[src/rtl/cpu_pipe_pkg.sv]
// Shared types for the CPU inter-stage pipeline registers: occupancy states,
// control-bit positions and the default-width payload bundle.
package cpu_pipe_pkg;

  typedef enum logic [1:0] {
    ST_EMPTY = 2'd0,
    ST_ONE   = 2'd1,
    ST_TWO   = 2'd2
  } pipe_st_t;

  localparam int CTRL_BYPASS = 0;
  localparam int CTRL_MEM_WE = 1;
  localparam int CTRL_AUX    = 2;

  localparam int DEF_CTRL_W = 3;
  localparam int DEF_WA_W   = 5;
  localparam int DEF_DATA_W = 16;

  typedef struct packed {
    logic [DEF_CTRL_W-1:0] ctrl;
    logic [DEF_WA_W-1:0]   wa;
    logic [DEF_DATA_W-1:0] data;
  } pipe_bundle_t;

endpackage

[src/rtl/pipe_stage_entry.sv]
// One valid+payload slot. Clear wins over load and zeroes valid and ctrl only,
// so a cleared slot can never carry a live write enable.
module pipe_stage_entry
  import cpu_pipe_pkg::*;
#(
  parameter int CTRL_W = DEF_CTRL_W,
  parameter int WA_W   = DEF_WA_W,
  parameter int DATA_W = DEF_DATA_W
) (
  input  logic              clk,
  input  logic              rst,
  input  logic              load_i,
  input  logic              clear_i,
  input  logic [CTRL_W-1:0] ctrl_i,
  input  logic [WA_W-1:0]   wa_i,
  input  logic [DATA_W-1:0] data_i,
  output logic              valid_o,
  output logic [CTRL_W-1:0] ctrl_o,
  output logic [WA_W-1:0]   wa_o,
  output logic [DATA_W-1:0] data_o
);

  logic              valid_q;
  logic [CTRL_W-1:0] ctrl_q;
  logic [WA_W-1:0]   wa_q;
  logic [DATA_W-1:0] data_q;

  always_ff @(posedge clk or negedge rst) begin
    if (!rst) begin
      valid_q <= 1'b0;
      ctrl_q  <= '0;
      wa_q    <= '0;
      data_q  <= '0;
    end else if (clear_i) begin
      valid_q <= 1'b0;
      ctrl_q  <= '0;
    end else if (load_i) begin
      valid_q <= 1'b1;
      ctrl_q  <= ctrl_i;
      wa_q    <= wa_i;
      data_q  <= data_i;
    end
  end

  assign valid_o = valid_q;
  assign ctrl_o  = ctrl_q;
  assign wa_o    = wa_q;
  assign data_o  = data_q;

endmodule

[src/rtl/pipe_stage_skid.sv]
// Inter-stage pipeline register with valid/ready handshake, optional 2-entry skid,
// synchronous flush and saturating stall counter.
module pipe_stage_skid
  import cpu_pipe_pkg::*;
#(
  parameter int DATA_W = 16,
  parameter int WA_W   = 5,
  parameter int CTRL_W = 3,
  parameter int SKID   = 1,
  parameter int CNT_W  = 16
) (
  input  logic              clk,
  input  logic              rst,
  input  logic              flush,
  input  logic              in_valid,
  output logic              in_ready,
  input  logic [CTRL_W-1:0] in_ctrl,
  input  logic [WA_W-1:0]   in_wa,
  input  logic [DATA_W-1:0] in_data,
  output logic              out_valid,
  input  logic              out_ready,
  output logic [CTRL_W-1:0] out_ctrl,
  output logic [WA_W-1:0]   out_wa,
  output logic [DATA_W-1:0] out_data,
  output logic [CNT_W-1:0]  stall_cnt
);

  localparam logic [CNT_W-1:0] CNT_MAX = '1;

  logic              main_v, skid_v;
  logic [CTRL_W-1:0] skid_ctrl;
  logic [WA_W-1:0]   skid_wa;
  logic [DATA_W-1:0] skid_data;
  logic              main_load, main_clear, main_sel_skid;
  logic              skid_load, skid_clear;
  logic [CTRL_W-1:0] main_ctrl_d;
  logic [WA_W-1:0]   main_wa_d;
  logic [DATA_W-1:0] main_data_d;
  logic              acc, pop;
  pipe_st_t          st;
  logic [CNT_W-1:0]  stall_q, stall_d;

  assign acc = in_valid && in_ready;
  assign pop = main_v && out_ready;

  // Skid-valid without main-valid is unreachable; decoding it as EMPTY lets it self-clear.
  always_comb begin
    st = ST_EMPTY;
    if (main_v && skid_v) st = ST_TWO;
    else if (main_v)      st = ST_ONE;
  end

  always_comb begin
    main_load     = 1'b0;
    main_clear    = 1'b0;
    main_sel_skid = 1'b0;
    skid_load     = 1'b0;
    skid_clear    = 1'b0;
    if (flush) begin
      main_clear = 1'b1;
      skid_clear = 1'b1;
    end else if (SKID != 0) begin
      case (st)
        ST_EMPTY: begin
          main_load  = acc;
          skid_clear = skid_v;
        end
        ST_ONE: begin
          if (acc && !pop)     skid_load  = 1'b1;
          else if (acc && pop) main_load  = 1'b1;
          else if (pop)        main_clear = 1'b1;
        end
        ST_TWO: begin
          if (pop) begin
            main_load     = 1'b1;
            main_sel_skid = 1'b1;
            skid_clear    = 1'b1;
          end
        end
        default: begin
          main_clear = 1'b1;
          skid_clear = 1'b1;
        end
      endcase
    end else begin
      if (acc)      main_load  = 1'b1;
      else if (pop) main_clear = 1'b1;
    end
  end

  assign main_ctrl_d = main_sel_skid ? skid_ctrl : in_ctrl;
  assign main_wa_d   = main_sel_skid ? skid_wa   : in_wa;
  assign main_data_d = main_sel_skid ? skid_data : in_data;

  pipe_stage_entry #(.CTRL_W(CTRL_W), .WA_W(WA_W), .DATA_W(DATA_W)) u_main (
    .clk     (clk),
    .rst     (rst),
    .load_i  (main_load),
    .clear_i (main_clear),
    .ctrl_i  (main_ctrl_d),
    .wa_i    (main_wa_d),
    .data_i  (main_data_d),
    .valid_o (main_v),
    .ctrl_o  (out_ctrl),
    .wa_o    (out_wa),
    .data_o  (out_data)
  );

  generate
    if (SKID != 0) begin : g_skid
      pipe_stage_entry #(.CTRL_W(CTRL_W), .WA_W(WA_W), .DATA_W(DATA_W)) u_skid (
        .clk     (clk),
        .rst     (rst),
        .load_i  (skid_load),
        .clear_i (skid_clear),
        .ctrl_i  (in_ctrl),
        .wa_i    (in_wa),
        .data_i  (in_data),
        .valid_o (skid_v),
        .ctrl_o  (skid_ctrl),
        .wa_o    (skid_wa),
        .data_o  (skid_data)
      );
      // Registered ready: depends only on the skid flop, never on out_ready.
      assign in_ready = !skid_v;
    end else begin : g_noskid
      assign skid_v    = 1'b0;
      assign skid_ctrl = '0;
      assign skid_wa   = '0;
      assign skid_data = '0;
      assign in_ready  = !main_v || out_ready;
    end
  endgenerate

  assign out_valid = main_v;

  always_comb begin
    stall_d = stall_q;
    if (main_v && !out_ready && (stall_q != CNT_MAX)) stall_d = stall_q + 1'b1;
  end

  always_ff @(posedge clk or negedge rst) begin
    if (!rst) stall_q <= '0;
    else      stall_q <= stall_d;
  end

  assign stall_cnt = stall_q;

endmodule

[config.mk]
export PLATFORM = sky130hd
export DESIGN_NAME = pipe_stage_skid
export DESIGN_NICKNAME = d
export VERILOG_FILES = /design/src/rtl/cpu_pipe_pkg.sv /design/src/rtl/pipe_stage_entry.sv /design/src/rtl/pipe_stage_skid.sv
export SDC_FILE = /design/constraint.sdc
export NUM_CORES = 1
export LEC_CHECK = 0
export CAP_MARGIN = 20
export CORE_MARGIN = 2
export CORE_UTILIZATION = 40
export DETAILED_ROUTE_END_ITERATION = 12
export PLACE_DENSITY = 0.72
export RECOVER_POWER = 50
export REMOVE_ABC_BUFFERS = 1
export SLEW_MARGIN = 20
export SYNTH_ARGS = -nofsm -noshare
export SYNTH_HDL_FRONTEND = slang
export SYNTH_SLANG_ARGS = --single-unit
[constraint.sdc]
create_clock -name clk -period 1.5 [get_ports clk]
set_input_delay 0.225 -clock clk [delete_from_list [all_inputs] [get_ports clk]]
set_output_delay 0.225 -clock clk [all_outputs]
set_load 0.03 [all_outputs]
-- After elaboration in Yosys (flattened, before gate mapping)
Index checks and enable logic that the tools add are counted.
- register bits: 66
- latch bits: 0
- RAM bits: 0
- ROM bits: 0
- input bits: 29
- output and inout port bits: 42
- logic and storage cells: 60
- memories: 0
- $add $sub $neg: 1
- $mul: 0
- div/mod/pow operators: 0
- $lt $le $gt $ge: 0
- eq/ne operators: 3
- shifts and indexed selects: 0
- multiplexer cells: 29
- bitwise operators: 2
- reduce and logical (&&, ||, !) cells: 16
- operator list (cell ; number):
    $mux W1 ; 18
    $add A16 B1 Y16 const B ; 1
    $mux W16 ; 1
    $ne A16 B16 Y1 const B ; 1
    $mux W3 ; 5
    $logic_and A1 B1 Y1 ; 7
    $pmux W1 S3 ; 2
    $mux W5 ; 1
    $reduce_and A2 Y1 ; 2
    $reduce_bool A2 Y1 ; 2
    $logic_not A1 Y1 ; 3
    $eq A2 B1 Y1 const B ; 1
    $eq A2 B2 Y1 const B ; 1
    $logic_not A2 Y1 ; 1
    $mux W2 ; 1
    $not A1 Y1 ; 2
    $pmux W1 S2 ; 1
    $reduce_or A2 Y1 ; 1

-- Depth between registers and ports, before layout
- word-level depth: 9
- mapped depth: 6
- depth with buffers taken out: 5

-- By module
A second synthesis with hierarchy kept.
- cell total of the unflattened synthesis: 226
- area, all modules: 3250.6 µm²
- by module, submodules not included (module ; times used ; cells each ; area each (µm²) ; sequential area each (µm²)):
    pipe_stage_entry ; 2 ; 58 ; 1051.0 ; 625.6
    pipe_stage_skid ; 1 ; 110 ; 1148.6 ; 400.4

-- Least setup slack after synthesis
No wires, ideal clock.
- path kind: reg-to-reg
- start: register stall_q[0] (netlist: stall_cnt[0])
- end: register stall_q[1] (netlist: stall_cnt[1])
- library setup time: 0.128 ns
- arrival time: 1.791 ns
- data required time: 1.372 ns
- path slack: -0.418 ns
- stages on the path, launching flop included: 6
- buffers on the path: 1
- period minus slack after synthesis: 1.918 ns
- cell sequence: dfrtp_1 > ha_1 > nand4_1 > o41a_1 > buf_2 > mux2_1
- cells in the longest elaborated chain, start to end: 2
- elaborated cells on any way between the ends: 3
- classes of those cells: add/sub (1); eq/ne (1); reduce/logical (1)
- ends and longest elaborated chain (what ; line ; RTL):
    start: declaration ; pipe_stage_skid.sv:41 ; logic [CNT_W-1:0] stall_q, stall_d;
    start signal: assignment ; pipe_stage_skid.sv:144 ; else stall_q <= stall_d;
    parallel branches: the longest is 2 deep, another holds $add A16 B1 Y16 ; - ;
Several ways; the timed one is not identified.
A chain may end at the register's enable or synchronous reset.

-- Final worst setup path
- start: register stall_q[1] (netlist: stall_cnt[1])
- end: register stall_q[7] (netlist: stall_cnt[7])
The elaborated chain is that of the path after synthesis.

==> key figures <==
Run status
  • Outcome: finished, violations left
  • Failing checks: setup timing

STA
  • Final setup viols: 36
  • Tcrit/Tclk final: 113%
  • Hold Vio Cnt, Final: 0
  • Slew margin rel.: 50.6%
  • RSZ-0062 raised after global routing: yes
  • Clock Skew: 0.0105 ns
  • Final WS setup: -0.188 ns
  • Tmin final: ~1.7 ns
  • Slew Viols, Final: 0
  • Max Fclk: 0.592 GHz
  • Measured slew at the worst slew-check pin: around 0.74 ns

Routing
  • Via count: 2490
  • Avg WL per Cell: 16.8 um
  • Post-route ant nets: 0
  • Detailed Route WL: around 8.1 mm
  • TritonRoute pass-1 iters: 4
  • Remaining DRCs: 0
  • Iteration-0 DRC Markers: 101
  • Vias per Instance: 5.12

Clocking
  • Latest clock arrival within the worst-skew pair: 0.34 ns
  • CTS clk-pin slew, worst paths: 0.07 ns
  • Root Driver: clkbuf_8
  • Max clock buf depth: 2
  • CTS buffer count: 9
  • Clk sinks: 66
  • CTS tree: done
  • Htree depth: 3

Finish
  • FF/Latch Area: 1650 um2
  • P&R area growth vs syn: 64.6%
  • Nets: 412
  • Antenna diode count: 0
  • Fraction of layout cells with a size suffix above 1: between 40 and 50%
  • Final std cells w/o fill: 486
  • Fill cell count: 533
  • Multi-input logic area: roughly 1700 um2

Floorplan
  • Row count: 31
  • Die height: 91.0 um
  • Die area: 8280 um2
  • # IOs: 71
  • Die width: 91.0 um
  • Placeable Area: 7290 um2
  • Initial Util: 41.5%

Yosys
  • Post-synthesis cell type count: 28
  • Sequential element share of the synthesized area: 54.5%
  • Synth top area share: 54.5%
  • Netlist Area Pre-Place: 3030 um2
  • Post-Syn Instances: 250
  • Post-Synth Simple-Gate Area: around 11%
  • Synth Area per Inst: 12.1 um2
  • Post-synthesis mux area share: 16.6%
  • Synth Register Bits: between 60 and 70
  • Largest family of logic cells by synthesized area: multiplexers
  • XOR/XNOR Fraction of Synth Area: 4.05%
  • Area contributors post-synth: dfrtp_1 (55%), mux2_2 (8.9%), mux2i_1 (6.9%), a21oi_2 (5.5%), nor2_1 (3.2%)
  • Adder-Cell Fraction of Synth Area: less than 1%
  • Syn. warnings: 0
  • Synth Area in Compound Gates: under 10%
  • Dominant cell type by area after synthesis: dfrtp_1

Pwr
  • Pwr Density: 1150 nW/um2
  • Peak supply drop: 0.666 mV
  • Lkg Pwr: 2.28 nW
  • Design Power: 5.73 mW

Global routing
  • First-pass GRT wire length: ~13 mm
  • Initial antenna violation count: 0
  • Pin count of the biggest net entering global routing: 30
  • Vias in the first global route: 2560
  • Global route overflow: 0
  • GRT Util Overall: 19.4%

Setup path
  • Crit end category: flip-flop
  • Req. time, crit path: 1.76 ns
  • Startpoint Class: flip-flop
  • CP Data Arrival Time: 1.95 ns
  • CP max stage delay: 0.52 ns
  • Setup CP Type: reg -> reg
  • CP max-delay cell: o41a_1
  • CP Max Fanout: 5
  • CP cell instances: ha_2, nand4_1, o41a_1, buf_4, nand4_1, xnor2_1
  • CP dominant cell by count: nand4_1

Placed design
  • Placer Congestion: 0.863
  • PortBufs: 70
  • Dpl cells: roughly 450
  • Post-DP HPWL: 4.96 mm

Hold path
  • Worst Hold Class: in -> async

Run
  • Max-cap violations: 0
==> routing by layer <==
layer / vias to the layer above / GRT usage [%] / part of all wire (%)
met5: - / 0 / 0
met4: 0 / 6.06 / 1.1
met3: 9 / 5.48 / 4.2
met2: 57 / 32.3 / 52
met1: 1269 / 24.5 / 42
li1: 1155 / - / -
==> report_power, final <==
| group | total, mW | switching (mW) | internal [mW] |
|---|---|---|---|
| Sequential | 2.34 | 0.238 | 2.10 |
| Combinational | 1.72 | 0.850 | 0.867 |
| Clock | 1.67 | 0.692 | 0.983 |
==> placed cells by master (no fill, tap or decap), drive strengths merged, types with 2 or more instances in the layout <==
cell type	n
nand3	8
clkbuf	17
dfrtp	66
nor4	5
nand4	7
buf	58
a21o	4
clkinv	3
nor2	26
xnor2	7
dlygate4sd2	33
clkdlybuf4s50	27
bufinv	2
xor2	7
inv	2
nor3	3
a22o	3
mux2	26
a21oi	27
mux2i	21
nand2b	3
nand2	15
clkdlybuf4s15	6
o41a	2
==> cell families (layout without fill, tap and decap cells) <==
logic type,count (synthesis),in the layout
buffers and inverters,14,150
XOR/XNOR,14,14
adder cells (fa/ha/maj),1,1
AND/OR/NAND/NOR,72,72
AO/OA/AOI/OAI,36,37
flip-flops,66,66
multiplexers,47,47
==> final timing paths <==
path	from	endpoint	slack, ns	cells after the start
worst max-delay path	stall_cnt[1]	stall_cnt[7]	-0.19	6
worst min-delay path	rst	stall_cnt[13]	0.46	2
worst max register to register	stall_cnt[1]	stall_cnt[7]	-0.19	6
worst min register to register	u_main.ctrl_o[2]	u_main.ctrl_o[2]	0.51	1
max in group asynchronous	rst	g_skid.u_skid.data_o[13]	0.11	3
min in group clk	u_main.ctrl_o[2]	u_main.ctrl_o[2]	0.51	1
==> synth_stat cells, drive strengths merged <==
library cell / instances
ha: 1
nor3: 3
nor4: 5
nand3: 8
a22o: 3
nor2: 26
nand4: 7
inv: 2
xor2: 7
buf: 12
mux2: 26
nand4b: 1
a21oi: 27
and3: 1
dfrtp: 66
and4: 1
a2111oi: 1
mux2i: 21
xnor2: 7
nor2b: 1
a21o: 4
nand2: 15
or3: 1
nand2b: 3
o41a: 1
==> through the flow <==
stage	cell area [um2]	setup TNS, ns	hold slack [ns]	util [%]	setup slack, ns
3_5_place_dp	4140	-20.49	0.155	56.7	-0.402
6_report	4980	-2.27	0.458	68.4	-0.188
3_3_place_gp	4140	-19.41	0.154	56.7	-0.389
4_1_cts	4640	-2.26	0.326	63.6	-0.173
2_1_floorplan	2940	-62.21	-0.0706	-	-1.30
5_1_grt	4980	-6.77	0.487	68.4	-0.293
==> state kept, by name (all words and copies together) (netlist names) <==
name	count
stall_cnt	16
g_skid.u_skid.data_o	16
g_skid.u_skid.valid_o	1
g_skid.u_skid.ctrl_o	3
g_skid.u_skid.wa_o	5
u_main.ctrl_o	3
u_main.data_o	16
u_main.valid_o	1
u_main.wa_o	5
==> timing repair <==
action | 4_1_cts | 5_1_grt
setup buffers | 7 | 5
endpoints found under the hold margin | 11 | 0
gates cloned | 3 | 2
setup endpoints to repair | 103 | 71
pin swaps | 17 | 14
gates resized for setup | 98 | 79
hold buffers | 1 | 0
==> worst max-delay path, delay by kind of cell (launching register included) <==
family | cells | cell delay [ns]
DFF | 1 | 0.36
and+or+nand+nor | 2 | 0.23
xor gates and xnor gates | 1 | 0.12
adders and majority gates | 1 | 0.19
AOI/OAI and AO/OA | 1 | 0.52
buffers and inverters | 1 | 0.18
==> area by class of cell <==
cell class	count	share of cell area [%]
clock buffers	10	2.76
clock inverters	6	1.81
inverters	2	0.201
multi-input cells	171	34.3
flip-flops and latches	66	33.2
well taps	99	2.48
repair buffers	132	25.3
Power figures use the tool's default switching activity.
